File: config.mk
export PLATFORM = sky130hd
export DESIGN_NAME = mpu6050_sequencer
export DESIGN_NICKNAME = d
export VERILOG_FILES = /design/src/rtl/mpu6050_sequencer_pkg.sv /design/src/rtl/mpu6050_sequencer_sample_timer.sv /design/src/rtl/mpu6050_sequencer.sv
export SDC_FILE = /design/constraint.sdc
export NUM_CORES = 1
export LEC_CHECK = 0
export ABC_CLOCK_PERIOD_IN_PS = 4800
export BUFFER_PORTS_ARGS = -buffer_cell sky130_fd_sc_hd__clkbuf_2
export CELL_PAD_IN_SITES_DETAIL_PLACEMENT = 1
export CELL_PAD_IN_SITES_GLOBAL_PLACEMENT = 2
export CORE_ASPECT_RATIO = 1.4
export CORE_MARGIN = 2
export CORE_UTILIZATION = 37
export DETAILED_ROUTE_END_ITERATION = 10
export GPL_ROUTABILITY_DRIVEN = 0
export HOLD_SLACK_MARGIN = 0.06
export PLACE_DENSITY = 0.86
export SYNTH_ARGS = -nofsm -noshare
export SYNTH_HDL_FRONTEND = slang
export SYNTH_HIERARCHICAL = 1
export SYNTH_SLANG_ARGS = --single-unit
File: constraint.sdc
create_clock -name clk -period 4.8 [get_ports clk]
set_clock_uncertainty 0.15 [all_clocks]
set_input_delay 1.44 -clock clk [delete_from_list [all_inputs] [get_ports clk]]
set_output_delay 1.44 -clock clk [all_outputs]
set_load 0.05 [all_outputs]
File: src/rtl/mpu6050_sequencer_pkg.sv
// Shared constants, encodings and state type for the MPU6050 sequencer.
// Register map values follow the MPU6050 datasheet.
package mpu6050_sequencer_pkg;

  localparam logic [7:0] REG_PWR_MGMT_1   = 8'h6B;
  localparam logic [7:0] REG_WHO_AM_I     = 8'h75;
  localparam logic [7:0] REG_ACCEL_XOUT_H = 8'h3B;
  localparam logic [7:0] WHO_AM_I_VAL     = 8'h68;
  localparam logic [7:0] WAKE_VAL         = 8'h00;

  localparam logic RW_READ  = 1'b1;
  localparam logic RW_WRITE = 1'b0;

  localparam int BURST_LEN = 6;

  typedef enum logic [2:0] {
    IDLE,
    WAKE,
    CHECK,
    WAIT_TICK,
    BURST,
    PUBLISH,
    FAULT
  } seq_state_t;

endpackage

File: src/rtl/mpu6050_sequencer_sample_timer.sv
// sample_timer: free-running 0..DIV-1 counter with a wrap pulse.
// Held at zero while run is low.
module mpu6050_sequencer_sample_timer #(
  parameter int DIV = 1000
) (
  input  logic clk,
  input  logic rst,
  input  logic run,
  output logic wrap
);

  localparam int W = (DIV > 1) ? $clog2(DIV) : 1;
  localparam logic [W-1:0] LAST = W'(DIV - 1);

  logic [W-1:0] cnt;

  assign wrap = run && (cnt == LAST);

  always_ff @(posedge clk or posedge rst) begin
    if (rst) begin
      cnt <= '0;
    end else if (!run || wrap) begin
      cnt <= '0;
    end else begin
      cnt <= cnt + 1'b1;
    end
  end

endmodule

File: src/rtl/mpu6050_sequencer.sv
// MPU6050 sequencer: wake, identify, then periodic accel bursts
// over a byte-oriented I2C master.
module mpu6050_sequencer
  import mpu6050_sequencer_pkg::*;
#(
  parameter logic [6:0] SLAVE_ADDR = 7'h68,
  parameter int         SAMPLE_DIV = 1000,
  parameter int         MAX_RETRY  = 3
) (
  input  logic        clk,
  input  logic        rst,
  input  logic        en,
  input  logic        i2c_busy,
  input  logic        i2c_done,
  input  logic        i2c_nack,
  input  logic [7:0]  i2c_rdata,
  output logic        i2c_start,
  output logic [6:0]  i2c_slave_addr,
  output logic        i2c_rw,
  output logic [7:0]  i2c_reg_addr,
  output logic [7:0]  i2c_wdata,
  output logic [15:0] accel_x,
  output logic [15:0] accel_y,
  output logic [15:0] accel_z,
  output logic        sample_valid,
  output logic        init_done,
  output logic        error
);

  localparam int RW = (MAX_RETRY > 1) ? $clog2(MAX_RETRY) : 1;
  localparam logic [RW-1:0] LAST_TRY = RW'(MAX_RETRY - 1);
  localparam logic [2:0] LAST_BYTE = 3'(BURST_LEN - 1);

  seq_state_t state, state_d;

  logic          pending, pending_d;
  logic [2:0]    byte_idx, idx_d;
  logic [RW-1:0] retry, retry_d;
  logic [47:0]   shadow, shadow_d;
  logic          init_d, error_d;
  logic          publish;
  logic          wrap;
  logic          is_txn;
  logic          issue;
  logic          take;

  mpu6050_sequencer_sample_timer #(
    .DIV (SAMPLE_DIV)
  ) u_sample_timer (
    .clk  (clk),
    .rst  (rst),
    .run  (init_done),
    .wrap (wrap)
  );

  assign is_txn = (state == WAKE) || (state == CHECK) ||
                  (state == BURST);
  assign issue  = is_txn && !pending && !i2c_busy && en;
  // Done pulses with nothing outstanding are stray and dropped.
  assign take   = pending && i2c_done;

  assign i2c_start      = issue;
  assign i2c_slave_addr = SLAVE_ADDR;
  assign sample_valid   = (state == PUBLISH);

  // Command fields decode from state, so they hold until done.
  always_comb begin
    i2c_rw       = RW_READ;
    i2c_reg_addr = 8'h00;
    i2c_wdata    = 8'h00;
    unique case (state)
      WAKE: begin
        i2c_rw       = RW_WRITE;
        i2c_reg_addr = REG_PWR_MGMT_1;
        i2c_wdata    = WAKE_VAL;
      end
      CHECK: i2c_reg_addr = REG_WHO_AM_I;
      BURST: i2c_reg_addr = REG_ACCEL_XOUT_H + {5'b0, byte_idx};
      default: ;
    endcase
  end

  always_comb begin
    state_d   = state;
    pending_d = pending;
    idx_d     = byte_idx;
    retry_d   = retry;
    shadow_d  = shadow;
    init_d    = init_done;
    error_d   = error;
    publish   = 1'b0;
    if (issue) pending_d = 1'b1;
    if (take)  pending_d = 1'b0;
    unique case (state)
      IDLE: begin
        idx_d   = '0;
        retry_d = '0;
        if (en) state_d = WAKE;
      end
      WAKE: begin
        if (take) begin
          if (!en) begin
            state_d = IDLE;
          end else if (i2c_nack) begin
            state_d = FAULT;
            error_d = 1'b1;
          end else begin
            state_d = CHECK;
          end
        end else if (!en && !pending) begin
          state_d = IDLE;
        end
      end
      CHECK: begin
        if (take) begin
          if (!en) begin
            state_d = IDLE;
          end else if (!i2c_nack && i2c_rdata == WHO_AM_I_VAL) begin
            state_d = WAIT_TICK;
            init_d  = 1'b1;
            retry_d = '0;
          end else if (retry == LAST_TRY) begin
            state_d = FAULT;
            error_d = 1'b1;
          end else begin
            retry_d = retry + 1'b1;
          end
        end else if (!en && !pending) begin
          state_d = IDLE;
        end
      end
      WAIT_TICK: begin
        if (!en) begin
          state_d = IDLE;
        end else if (wrap) begin
          state_d = BURST;
          idx_d   = '0;
        end
      end
      BURST: begin
        if (take) begin
          if (!en) begin
            state_d = IDLE;
          end else if (i2c_nack) begin
            state_d = FAULT;
            error_d = 1'b1;
          end else begin
            shadow_d = {shadow[39:0], i2c_rdata};
            if (byte_idx == LAST_BYTE) begin
              state_d = PUBLISH;
              idx_d   = '0;
              publish = 1'b1;
            end else begin
              idx_d = byte_idx + 1'b1;
            end
          end
        end else if (!en && !pending) begin
          state_d = IDLE;
        end
      end
      PUBLISH: state_d = en ? WAIT_TICK : IDLE;
      FAULT:   state_d = FAULT;
      default: state_d = IDLE;
    endcase
    if (state_d == IDLE) init_d = 1'b0;
  end

  always_ff @(posedge clk or posedge rst) begin
    if (rst) state <= IDLE;
    else     state <= state_d;
  end

  always_ff @(posedge clk or posedge rst) begin
    if (rst) begin
      pending   <= 1'b0;
      byte_idx  <= '0;
      retry     <= '0;
      shadow    <= '0;
      init_done <= 1'b0;
      error     <= 1'b0;
      accel_x   <= '0;
      accel_y   <= '0;
      accel_z   <= '0;
    end else begin
      pending   <= pending_d;
      byte_idx  <= idx_d;
      retry     <= retry_d;
      shadow    <= shadow_d;
      init_done <= init_d;
      error     <= error_d;
      // Whole triple lands together as PUBLISH is entered.
      if (publish) begin
        accel_x <= shadow_d[47:32];
        accel_y <= shadow_d[31:16];
        accel_z <= shadow_d[15:0];
      end
    end
  end

endmodule

### Word-level counts from Yosys, hierarchy flattened

Cells that the tools add are included.

* register bits after elaboration: 117
* input bits: 14
* word-level logic and storage cells: 124

* add/sub/neg operators: 4
* equal/unequal tests: 23
* mux-type cells: 56
* reduce and logical (&&, ||, !) cells: 30

Operators with widths (count)
* 48-bit 2-to-1 mux: 4
* 3-bit 2-to-1 mux: 21
* 3-bit one-hot mux with 7 select lines: 1
* 7-bit one-hot mux with 3 select lines: 1
* 1-bit 2-to-1 mux: 20
* 2-bit != test, second input constant: 7
* 2-bit nonzero test: 7
* 3-bit == test, second input constant: 4
* 10-bit by 1-bit adder with 10-bit output, second input constant: 1
* 10-bit == test, second input constant: 1
* 10-bit 2-to-1 mux: 1
* 2-bit 2-to-1 mux: 5
* 2-bit by 1-bit != test with 1-bit output, second input constant: 5
* 3-bit one-hot mux with 3 select lines: 1
* 8-bit by 7-bit == test with 1-bit output, second input constant: 1
* 4-bit AND reduction: 2
* 8-bit AND reduction: 1
* 6-bit by 3-bit adder with 7-bit output, first input constant: 1
* 1-bit logical AND: 7
* 3-bit by 2-bit == test with 1-bit output, second input constant: 2
* 3-bit zero test: 2
* 6-bit AND reduction: 1
* 1-bit zero test: 5
* 2-bit one-hot mux with 2 select lines: 1
* other kinds (9): 11

### Depth between registers and ports, before layout

Gate-level depths: netlist of the first run.

* word-level depth: 9
* gate-level depth with buffers: 9
* gate-level depth less buffers: 9

### Hierarchy

The synthesis of the first run kept the hierarchy.

Modules (own cells, without submodules)
* mpu6050_sequencer: instances 1, cells an instance 322, area an instance 4342.9 um^2, sequential area each 2477.4 um^2
* mpu6050_sequencer_sample_timer: instances 1, cells an instance 56, area an instance 548.0 um^2, sequential area each 250.2 um^2

### Worst setup path before layout of the first run

No wires, ideal clock.

* path kind: in2out
* from: input en
* to: output i2c_start
* data arrival time: 2.226 ns
* required time: 3.210 ns
* slack: 0.984 ns
* stages: 3
* path buffers: 1
* path through: buf_2 -> nor2b_1 -> and3b_1

* longest elaborated chain between the ends: 1

RTL lines
* start: declaration: line mpu6050_sequencer.sv:12 `input logic en,`
* 1-bit logical AND: line mpu6050_sequencer.sv:58 `assign issue = is_txn && !pending && !i2c_busy && en;`
* end: declaration: line mpu6050_sequencer.sv:17 `output logic i2c_start,`

No other way between the ends.

### Worst setup path in the final report of the first run

Same ends and word-level chain as after synthesis.

==> impl_results.md, run 1 <==
- Top FF cell, synth: dfrtp_1
- Area of the multi-input gates: about 0.0020 mm^2
- Ys Warns: 6
- Final Hold Violating Endpoints: 0
- Relative slew slack: between 50% and 60%
- Slowest library cell on the worst path: clkbuf_2
- Htree depth: 3
- RSZ-0062 raised after global routing: no
- Syn_area_per_cell: 12.9 um^2
- Core Rows: just under 50
- DR vias/cell: roughly 5.2
- Number of remaining DRC errors: 0
- Critical R2R Launch: u_sample_timer/cnt[0]
- Nets@finish: ~470
- Reg2Reg Setup Slack: 1730 ps
- Clk pin slew, worst setup/hold paths: approximately 70 ps
- GRT Total Usage: 15.9%
- Core ar.: roughly 0.013 mm^2
- Reg2Reg Depth: 9
- Share of layout cells above drive strength 1: around two fifths
- Drt wl/cell: roughly 17 um
- Initial DRC Count: 65
- Leak: between 2 and 3 nW
- Worst R2R End: init_done
- WHS: 331 ps
- I/O Buffers: 73
- Syn-to-layout area delta: 14.8%
- CTS Hold Bufs: 0
- Clk pwr share: between 30% and 40%
- Number of max-cap violations: 0
- Cell area after synthesis: between 0.004 and 0.005 mm^2
- Synth async-reset ratio: 100%
- Seq/Total Area, Yosys: a little under three fifths
- CTS tree: done
- Critical-path maximum fanout: 10
- CP required: 3210 ps
- Setup Viol. Count Final: 0
- Initial Utilization: a little under two fifths
- Crit path launch type: primary input
- Hold_sp: error
- Routed Antenna Nets: 0
- Final WL: ~10000 um
- Crit-path cells: clkbuf_2 -> nor2b_1 -> and3b_1 -> clkbuf_2
- DIE AREA: approximately 0.014 mm^2
- Vias in the first global route: about 3400
- Measured slew at the worst slew-check pin: between 600 and 700 ps
- Net Switching: between 0.7 and 0.8 mW
- Final Max Tran Viols: 0
- Via count: about 3100
- Fillers: 1378
- Dpl cells: around 590
- Hold WC Path Type: flop to flop
- Clock sink count: about 110
- Fin crit period: 3880 ps
- Later-pin clock latency in the skew report: 350 ps
- Power Internal: approximately 1.4 mW
- Most frequent CP cell: clkbuf_2
- Sw frac: approximately 34%
- Status: finished, final reports clean
- Hold depth: 1
- Post-Synth Simple-Gate Area: slightly below 10%
- Post-synthesis sequential element count: about 110
- Post-place setup slack: about 900 ps
- Drt first pass iters: 4
- Crit path DAT: 2290 ps
- Die Width: a little over 100 um
- Worst path max stage delay: between 200 and 300 ps
- Largest net degree at the start of global routing: 45
- Achievable frequency: about 0.26 GHz
- Initial antenna violation count: 0
- Setup ws final: between 900 and 1000 ps
- Pwr dens: between 300 and 400 mW/mm^2
- Max IR drop VDD: 274 uV
- HPWL after detailed placement: around 7600 um
- Yosys cell types: 57
- Total power: approximately 2.2 mW
- Post_cts resized: 0
- Adder-Cell Fraction of Synth Area: around 1.8%
- Fin crit share: between 80 and 90%
- Ant diodes: 0
- EDFF count, synth: 0
- # Post-CTS Setup Buffers: 0
- Combinational share of power: 20.6%
- First-pass GRT wire length: about 18000 um
- CP endpoint kind: output pin
- DIE HEIGHT: around 140 um
- Largest family of logic cells by synthesized area: multiplexers
- Global route overflow: 0
- Compound-cell area share of the yosys netlist: approximately 5.5%
- Clock tree buffer depth: 2
- Cts bufs inserted: 9
- Cells after Synth: between 300 and 400
- Post-synthesis mux area share: 20.5%
- Post-synthesis xor/xnor area fraction: under 10%
- Ports: 90
- Reg power frac: about 46%
- Reg area: 0.00273 mm^2
- Finished Layout Cells: around 600
- Hold endpoint: error
- CTS Root Cell: clkbuf_16
- Final TNS setup: 0 ps
- WS Path Type: primary input to output pin
synth_stat cells, types with 2 or more instances:
master / n / share of area [%]
a21oi_1: 7 / 0.72
nor3_1: 2 / 0.20
nor3b_1: 3 / 0.46
nor2_1: 17 / 1.3
nand2b_1: 4 / 0.51
conb_1: 2 / 0.15
xor2_1: 3 / 0.54
buf_2: 7 / 0.72
nand2_1: 10 / 0.77
o21ai_0: 16 / 1.6
nand4b_1: 2 / 0.36
xnor2_1: 3 / 0.54
a31oi_1: 2 / 0.26
or3b_2: 2 / 0.36
dfrtp_1: 109 / 56
clkbuf_1: 4 / 0.31
nand3_1: 11 / 1.1
nor2b_1: 5 / 0.64
mux2_2: 78 / 18
inv_1: 12 / 0.92
ha_1: 7 / 1.8
a211o_1: 2 / 0.36
mux2_1: 10 / 2.3
and3_1: 5 / 0.64
a311o_1: 2 / 0.41
buf_4: 22 / 3.4
cell type report:
type,count,area share [%]
sequential,109,48.6
multi-input combinational,237,34.8
timing repair buffer,77,7.26
clock buffer,9,4.01
tap,153,3.41
clock inverter,7,1.14
inverter,12,0.847
layer usage:
layer / up-vias / global-route usage, % / wire, um
li1: 1432 / - / -
met1: 1601 / 18.8 / 4160
met2: 65 / 27.5 / 5480
met3: 16 / 4.39 / 558
met4: 0 / 5.55 / 181
met5: - / 0 / 0
sequential cells by signal (all words and copies together) (netlist names):
name	count
shadow	40
accel_x	16
accel_y	16
accel_z	16
u_sample_timer/cnt	10
byte_idx	3
state	3
retry	2
error	1
init_done	1
pending	1
cell usage in the layout, fill, tap and decap left out, drive strengths merged, types with 4 or more instances in the layout:
cell type    n
dfrtp      109
inv         16
nor2        17
and3         6
nand2b       4
nand2       11
nand3       12
ha           7
nor2b        5
clkbuf      82
conb        16
mux2        88
a21oi        7
buf          4
o21ai       16
worst max-delay path: cells and delay by family:
kind | cells | cell delay, ps
simple gates | 2 | 390
buf+inv | 2 | 450
cell families (layout without fill, tap and decap cells):
| kind of cell | after synthesis | count (layout) |
|---|---|---|
| XOR/XNOR | 6 | 6 |
| multiplexers | 89 | 89 |
| flip-flops | 109 | 109 |
| AND/OR/NAND/NOR | 78 | 78 |
| buffers and inverters | 46 | 105 |
| AO/OA/AOI/OAI | 41 | 41 |
| other | 2 | 16 |
| adder cells (fa/ha/maj) | 7 | 7 |
through the flow:
stage          area (um^2)  utilization [%]
2_1_floorplan         4940                -
3_3_place_gp          5330             41.4
3_5_place_dp          5330             41.4
4_1_cts               5620             43.6
5_1_grt               5620             43.6
6_report              5620             43.6
power groups by stage:
stage	Clock, mW	Combinational, mW	Sequential, mW
2_1_floorplan	0	0.385	0.982
3_3_place_gp	0	0.441	1.01
3_5_place_dp	0	0.448	1.01
4_1_cts	0.747	0.450	0.989
5_1_grt	0.782	0.481	0.995
6_report	0.720	0.443	0.990
worst max-delay path by stage:
stage	end	cells after the start	slack (ps)	startpoint
after floorplan	accel_x[0]	1	620	rst
after global placement	i2c_start	4	960	en
after detailed placement	i2c_start	4	920	en
after CTS	i2c_start	4	920	en
after global routing	i2c_start	4	820	en
final	i2c_start	4	920	en
Note: power is estimated with default switching activity, not from simulation.
==> run 2, diff against run 1 <==
- ABC_CLOCK_PERIOD_IN_PS: 4800 -> 3200
- CORE_UTILIZATION: 37 -> 34
- PLACE_DENSITY: 0.86 -> 0.83
- clock period: 4.8 -> 3.2 ns (I/O delays scaled with it)
==> run 2 against run 1 <==
Worst hold slack improved by 10 ps; die area rose by 8.5%; clock power rose by 53%; combinational power rose by 63%; final cell count rose by 5.6%; critical path depth did not move; sequential cell count did not move; sequential share of layout area fell by 0.87 points; first-iteration DRC count rose by 42%.
==> impl_results.md, run 2 (synthesis results as in run 1) <==
- Status: finished, final reports clean (unchanged)
- WS Path Type: flop to output pin (was primary input to output pin)
- Ports: 90 (unchanged)
- CTS Root Cell: clkbuf_16 (unchanged)
- Achievable frequency: roughly 0.32 GHz
- Post-place setup slack: 306 ps (was 924 ps)
- Commonest cells after routing, fill and taps aside: dfrtp_1, mux2_2, clkbuf_2 (unchanged)
- Final TNS setup: 0 ps (unchanged)
- Crit path DAT: 1990 ps (was 2290 ps)
- Setup Viol. Count Final: 0 (unchanged)
- CP endpoint kind: output pin (unchanged)
- Fin crit period: approximately 3100 ps
- Initial Utilization: 35.0% (was 38.0%)
- Number of remaining DRC errors: 0 (unchanged)
- WL met3: 646 um (was 558 um)
- Die Width: 105 um (was 101 um)
- RSZ-0062 raised after global routing: no (unchanged)
- Critical-path maximum fanout: 17 (was 10)
- Metal-1 WL: 4370 um (was 4160 um)
- Nets@finish: 469 (was 467)
- Ant diodes: 0 (unchanged)
- I/O Buffers: 73 (unchanged)
- Clk pin slew, worst setup/hold paths: 80 ps (was 70 ps)
- Routed Antenna Nets: 0 (unchanged)
- Measured slew at the worst slew-check pin: 653 ps (was 648 ps)
- # Post-CTS Setup Buffers: 0 (unchanged)
- DIE HEIGHT: 146 um (was 140 um)
- Max IR drop VDD: 405 uV (was 274 uV)
- GRT Total Usage: 14.8% (was 15.9%)
- Later-pin clock latency in the skew report: 350 ps (about the same)
- Most common cell after layout, fill and taps aside: dfrtp_1 (unchanged)
- Uppermost layer routed: met4 (unchanged)
- Cts bufs inserted: 9 (unchanged)
- Hold WC Path Type: flop to flop (unchanged)
- Clock sink count: 109 (unchanged)
- Final Max Tran Viols: 0 (unchanged)
- Global route overflow: 0 (unchanged)
- Drt first pass iters: 4 (unchanged)
- Most flop-heavy register: shadow (unchanged)
- Worst path max stage delay: 560 ps (was 270 ps)
- Number of max-cap violations: 0 (unchanged)
- Largest net degree at the start of global routing: 50 (was 45)
- Clock tree buffer depth: 2 (unchanged)
- Final WL: 10800 um (was 10400 um)
- First-pass GRT wire length: 18100 um (was 17800 um)
- Drt wl/cell: 16.9 um (was 17.2 um)
- Pwr dens: 573 mW/mm^2 (was 383 mW/mm^2)
- WL met2: 5540 um (was 5480 um)
- Slowest library cell on the worst path: or3b_2 (was clkbuf_2)
- Leak: 2.92 nW (was 2.90 nW)
- Crit-path cells: or3b_2 -> o21ai_0 -> and3b_1 -> buf_2 (was clkbuf_2 -> nor2b_1 -> and3b_1 -> clkbuf_2)
- Via count: 3118 (was 3114)
- Buf/Inv on CP: 1 (was 2)
- Initial antenna violation count: 0 (unchanged)
- Largest delay share family, worst path: simple AND/OR/NAND/NOR gates (was buffers and inverters)
- DIE AREA: 0.0154 mm^2 (was 0.0142 mm^2)
- Relative slew slack: 56.3% (was 55.7%)
- CP required: 2090 ps (was 3210 ps)
- Initial DRC Count: 92 (was 65)
- DR vias/cell: 4.89 (was 5.16)
- Htree depth: 3 (unchanged)
- CTS tree: done (unchanged)
- Syn-to-layout area delta: 17.0% (was 14.8%)
- Setup ws final: 104 ps (was 920 ps)
- Crit path launch type: flop (was primary input)
- Final Hold Violating Endpoints: 0 (unchanged)
- Core Rows: 51 (was 49)
- Fin crit share: 96.8%
- Share of layout cells above drive strength 1: 41.5% (was 40.8%)
- Vias in the first global route: 3376 (was 3436)
- Largest register FFs: 40 (unchanged)
- HPWL after detailed placement: 7750 um (was 7580 um)
- Core ar.: 0.0140 mm^2 (was 0.0129 mm^2)
## run 2: cell types whose count changed in the layout (fill, tap and decap cells not counted), sizes merged
cell and delta:
inv -1, clkinv +1, buf +3, clkbuf -1
## run 2: stage by stage
stage / util, % / instances / cell area (um^2) / power (mW) / hold WS, ps
5_1_grt: 41.0 / 638 / 5720 / 3.43 / 360
6_report: 41.0 / 638 / 5720 / 3.28 / 341
2_1_floorplan: - / 392 / 4950 / 2.05 / 301
3_3_place_gp: 38.8 / 622 / 5420 / 2.19 / 319
3_5_place_dp: 38.8 / 622 / 5420 / 2.21 / 329
4_1_cts: 40.9 / 638 / 5720 / 3.32 / 348
## run 2: metal layers
metal / global-route usage (%) / vias up
li1: - / 1439
met1: 17.7 / 1595
met2: 25.4 / 72
met3: 3.63 / 12
met4: 6.07 / 0
met5: 0 / -
## run 2: final timing paths
path                                        from                    end  slack, ps  depth (start not counted)
min in group asynchronous                    rst  u_sample_timer/cnt[7]        470                          2
hold reg to reg                       accel_y[9]             accel_y[9]        340                          1
setup / recovery                        state[2]              i2c_start        100                          4
setup reg to reg           u_sample_timer/cnt[0]              init_done        310                          9
hold / removal                        accel_y[9]             accel_y[9]        340                          1
max in group asynchronous                    rst             accel_y[8]       1740                          3
## run 2: report_power, final
part	total, mW	switching [mW]	internal, mW
sequential	1.46	0.0486	1.41
clock	1.10	0.544	0.555
combinational	0.720	0.523	0.197
## run 2: what timing repair did
| action | CTS | global route |
|---|---|---|
| hold buffers | 0 | 0 |
| setup endpoints to repair | 2 | 5 |
| gates resized for setup | 1 | 2 |
## run 2: cell type report
type / count / area [um^2]
Clock buffer: 9 / 225
Fill cell: 1483 / 8250
Inverter: 12 / 48.8
Clock inverter: 7 / 75.1
Sequential cell: 109 / 2730
Multi-Input combinational cell: 237 / 1950
Tap cell: 185 / 231
Timing Repair Buffer: 79 / 460
==> run 3, diff against run 2 <==
- CORE_UTILIZATION: 34 -> 31
- PLACE_DENSITY: 0.83 -> 0.82
- SYNTH_HIERARCHICAL: 1 -> not set
==> run 3 against run 2 <==
Maximum frequency grew 2.7%; non-clock buffer count is the same; final cell count grew 14%; highest routed layer unchanged; combinational power shrank 28%; die area grew 7.1%; routed wire length shrank 0.80%.
==> impl_results.md, run 3 <==
- Initial Utilization: 31.8% (was 35.0%)
- Most frequent cell after synthesis: nand2_1 (was dfrtp_1)
- Clk pwr share: 35.6% (was 33.5%)
- Crit-path cells: or3b_1 -> o21ai_0 -> clkbuf_2 (was or3b_2 -> o21ai_0 -> and3b_1 -> buf_2)
- I/O Buffers: 73 (unchanged)
- Drt first pass iters: 4 (unchanged)
- Via count: 3370 (was 3118)
- Hold WC Path Type: flop to flop (unchanged)
- First-pass GRT wire length: 18200 um (was 18100 um)
- CP endpoint: i2c_reg_addr[1] (was i2c_start)
- Seq/Total Area, Yosys: 57.0% (was 55.8%)
- Post_cts resized: 0 (was 1)
- Largest net degree at the start of global routing: 110 (was 50)
- Reg2Reg Setup Slack: 720 ps (was 310 ps)
- Drt wl/cell: 14.7 um (was 16.9 um)
- Vias in the first global route: 3700 (was 3376)
- Fin crit share: 94.2% (was 96.8%)
- Initial antenna violation count: 0 (unchanged)
- Yosys top cell area share: 57.0% (was 55.8%)
- Final TNS setup: 0 ps (unchanged)
- Die Width: 109 um (was 105 um)
- Measured slew at the worst slew-check pin: 1050 ps (was 653 ps)
- Critical-path maximum fanout: 15 (was 17)
- WS Path Type: flop to output pin (unchanged)
- Critical R2R Launch: state[0] (was u_sample_timer/cnt[0])
- Pwr dens: 544 mW/mm^2 (was 573 mW/mm^2)
- Relative slew slack: 29.5% (was 56.3%)
- Largest delay share family, worst path: flip-flops (was simple AND/OR/NAND/NOR gates)
- Commonest cells after routing, fill and taps aside: nand2_1, dfrtp_1, clkbuf_2 (was dfrtp_1, mux2_2, clkbuf_2)
- Setup ws final: 185 ps (was 104 ps)
- Reg2Reg Depth: 5 (was 9)
- Htree depth: 3 (unchanged)
- Post-synthesis sequential element count: 109 (unchanged)
- Crit path launch type: flop (unchanged)
- Commonest cells post-synth: nand2_1, dfrtp_1, mux2_2 (was dfrtp_1, mux2_2, buf_4)
- Syn-to-layout area delta: 16.9% (was 17.0%)
- Ant diodes: 0 (unchanged)
- Max IR drop VDD: 247 uV (was 405 uV)
- Most flop-heavy register: shadow (unchanged)
- CP endpoint kind: output pin (unchanged)
- Hold depth: 2 (was 1)
- # Post-CTS Setup Buffers: 0 (unchanged)
- Core Rows: 53 (was 51)
- Most common cell after layout, fill and taps aside: nand2_1 (was dfrtp_1)
- Fin crit period: 3020 ps (was 3100 ps)
- CTS tree: done (unchanged)
- HPWL after detailed placement: 7630 um (was 7750 um)
- Ports: 90 (unchanged)
- Worst R2R End: shadow[31] (was init_done)
- Total power: 3.04 mW (was 3.28 mW)
- Cells after Synth: 466 (was 378)
- Final Max Tran Viols: 0 (unchanged)
- Leak: 2.99 nW (was 2.92 nW)
- Cell taking the most area after synthesis: dfrtp_1 (unchanged)
- Setup Viol. Count Final: 0 (unchanged)
- Sw frac: 31.6% (was 34.0%)
- Reg power frac: 47.4% (was 44.5%)
- CTS Root Cell: clkbuf_16 (unchanged)
- Slowest library cell on the worst path: dfrtp_2 (was or3b_2)
- Synth async-reset ratio: 100% (unchanged)
- Cts bufs inserted: 9 (unchanged)
- Share of layout cells above drive strength 1: 26.6% (was 41.5%)
- Nets@finish: 554 (was 469)
- Final Hold Violating Endpoints: 0 (unchanged)
- Cell area after synthesis: 0.00479 mm^2 (was 0.00489 mm^2)
- Post-route cell area: 0.00560 mm^2 (was 0.00572 mm^2)
- DIE AREA: 0.0165 mm^2 (was 0.0154 mm^2)
- Syn_area_per_cell: 10.3 um^2 (was 12.9 um^2)
- Top cells by area, synth: dfrtp_1, nand2_1, mux2_2, buf_4, ha_1 (was dfrtp_1, mux2_2, buf_4, mux2_1, ha_1)
- DIE HEIGHT: 151 um (was 146 um)
- Combinational share of power: 17.0% (was 22.0%)
- Worst Setup SP: state[0] (was state[2])
- Largest register FFs: 40 (unchanged)
- DR vias/cell: 4.62 (was 4.89)
- Instance count on the critical path: 3 (was 4)
- Worst path max stage delay: 500 ps (was 560 ps)
- Post-place setup slack: 365 ps (was 306 ps)
- Achievable frequency: 0.332 GHz (was 0.323 GHz)
- Power Internal: 2.08 mW (was 2.16 mW)
- RSZ-0062 raised after global routing: no (unchanged)
- Routed Antenna Nets: 0 (unchanged)
- Clock sink count: 109 (unchanged)
- Net Switching: 0.962 mW (was 1.12 mW)
- Status: finished, final reports clean (unchanged)
- CP required: 2090 ps (about the same)
- CTS Hold Bufs: 0 (unchanged)
- Final WL: 10700 um (was 10800 um)
- Crit path DAT: 1910 ps (was 1990 ps)
- Number of remaining DRC errors: 0 (unchanged)
- WHS: 318 ps (was 341 ps)
- GRT Total Usage: 14.1% (was 14.8%)
- Yosys cell types: 48 (was 57)
- Top FF cell, synth: dfrtp_1 (unchanged)
- Buf/Inv on CP: 1 (unchanged)
- EDFF count, synth: 0 (unchanged)
- Later-pin clock latency in the skew report: 340 ps (was 350 ps)
- Number of max-cap violations: 0 (unchanged)
- Initial DRC Count: 150 (was 92)
- Core ar.: 0.0151 mm^2 (was 0.0140 mm^2)
- Clk pin slew, worst setup/hold paths: 70 ps (was 80 ps)
- Global route overflow: 0 (unchanged)
- Cell area after placement: 0.00531 mm^2 (was 0.00542 mm^2)
- Clock tree buffer depth: 2 (unchanged)
- Ys Warns: 0 (was 6)
-- run 3: worst register-to-register path: stages (launching register included) --
cell and delay (ps):
dfrtp_2 500, or3b_1 470, nor3_4 190, buf_4 310
buf_4 360, mux2_2 390
-- run 3: kinds of logic after synthesis --
group | count (synthesis) | share of synthesized area [%]
compound gates | 31 | 4.37
xor+xnor | 8 | 1.46
fa+ha+maj | 7 | 1.83
buf+inv | 48 | 5.52
flops | 109 | 57.0
mux | 41 | 9.62
other cells | 2 | 0.157
simple gates | 220 | 20.1
-- run 3: worst min path at each step --
| stage | start | end | slack (ps) |
|---|---|---|---|
| 6_report | accel_x[5] | accel_x[5] | 320 |
| 4_1_cts | accel_y[8] | accel_y[8] | 320 |
| 3_3_place_gp | accel_z[12] | accel_z[12] | 300 |
| 3_5_place_dp | accel_y[8] | accel_y[8] | 310 |
| 5_1_grt | accel_y[8] | accel_y[8] | 350 |
| 2_1_floorplan | shadow[34] | accel_x[10] | 290 |
-- run 3: final cells by class --
| class | count | area (um^2) |
|---|---|---|
| Clock buffer | 11 | 243 |
| Multi-Input combinational cell | 323 | 1860 |
| Clock inverter | 5 | 41.3 |
| Sequential cell | 109 | 2730 |
| Inverter | 11 | 45.0 |
| Tap cell | 192 | 240 |
| Timing Repair Buffer | 79 | 438 |
| Fill cell | 1705 | 9460 |
-- run 3: power by group through the flow --
stage,Combinational (mW),Sequential [mW],Clock [mW]
after floorplan,0.441,1.44,0
after global placement,0.518,1.46,0
after detailed placement,0.524,1.47,0
after CTS,0.525,1.44,1.12
after global routing,0.562,1.45,1.17
final,0.518,1.44,1.08
-- run 3: per-layer routing --
layer  share of wire (%)  wire (um)  track usage (%)  up-vias
met4                 1.4        146             5.38        0
met5                   0          0                0        -
met1                  42       4520             16.6     1684
li1                    -          -                -     1619
met3                 3.3        349             2.62       12
met2                  53       5680             25.3       55
-- run 3: through the flow --
step,util (%),instances
after floorplan,-,480
after global placement,35.3,714
after detailed placement,35.3,714
after CTS,37.2,730
after global routing,37.2,730
final,37.2,730
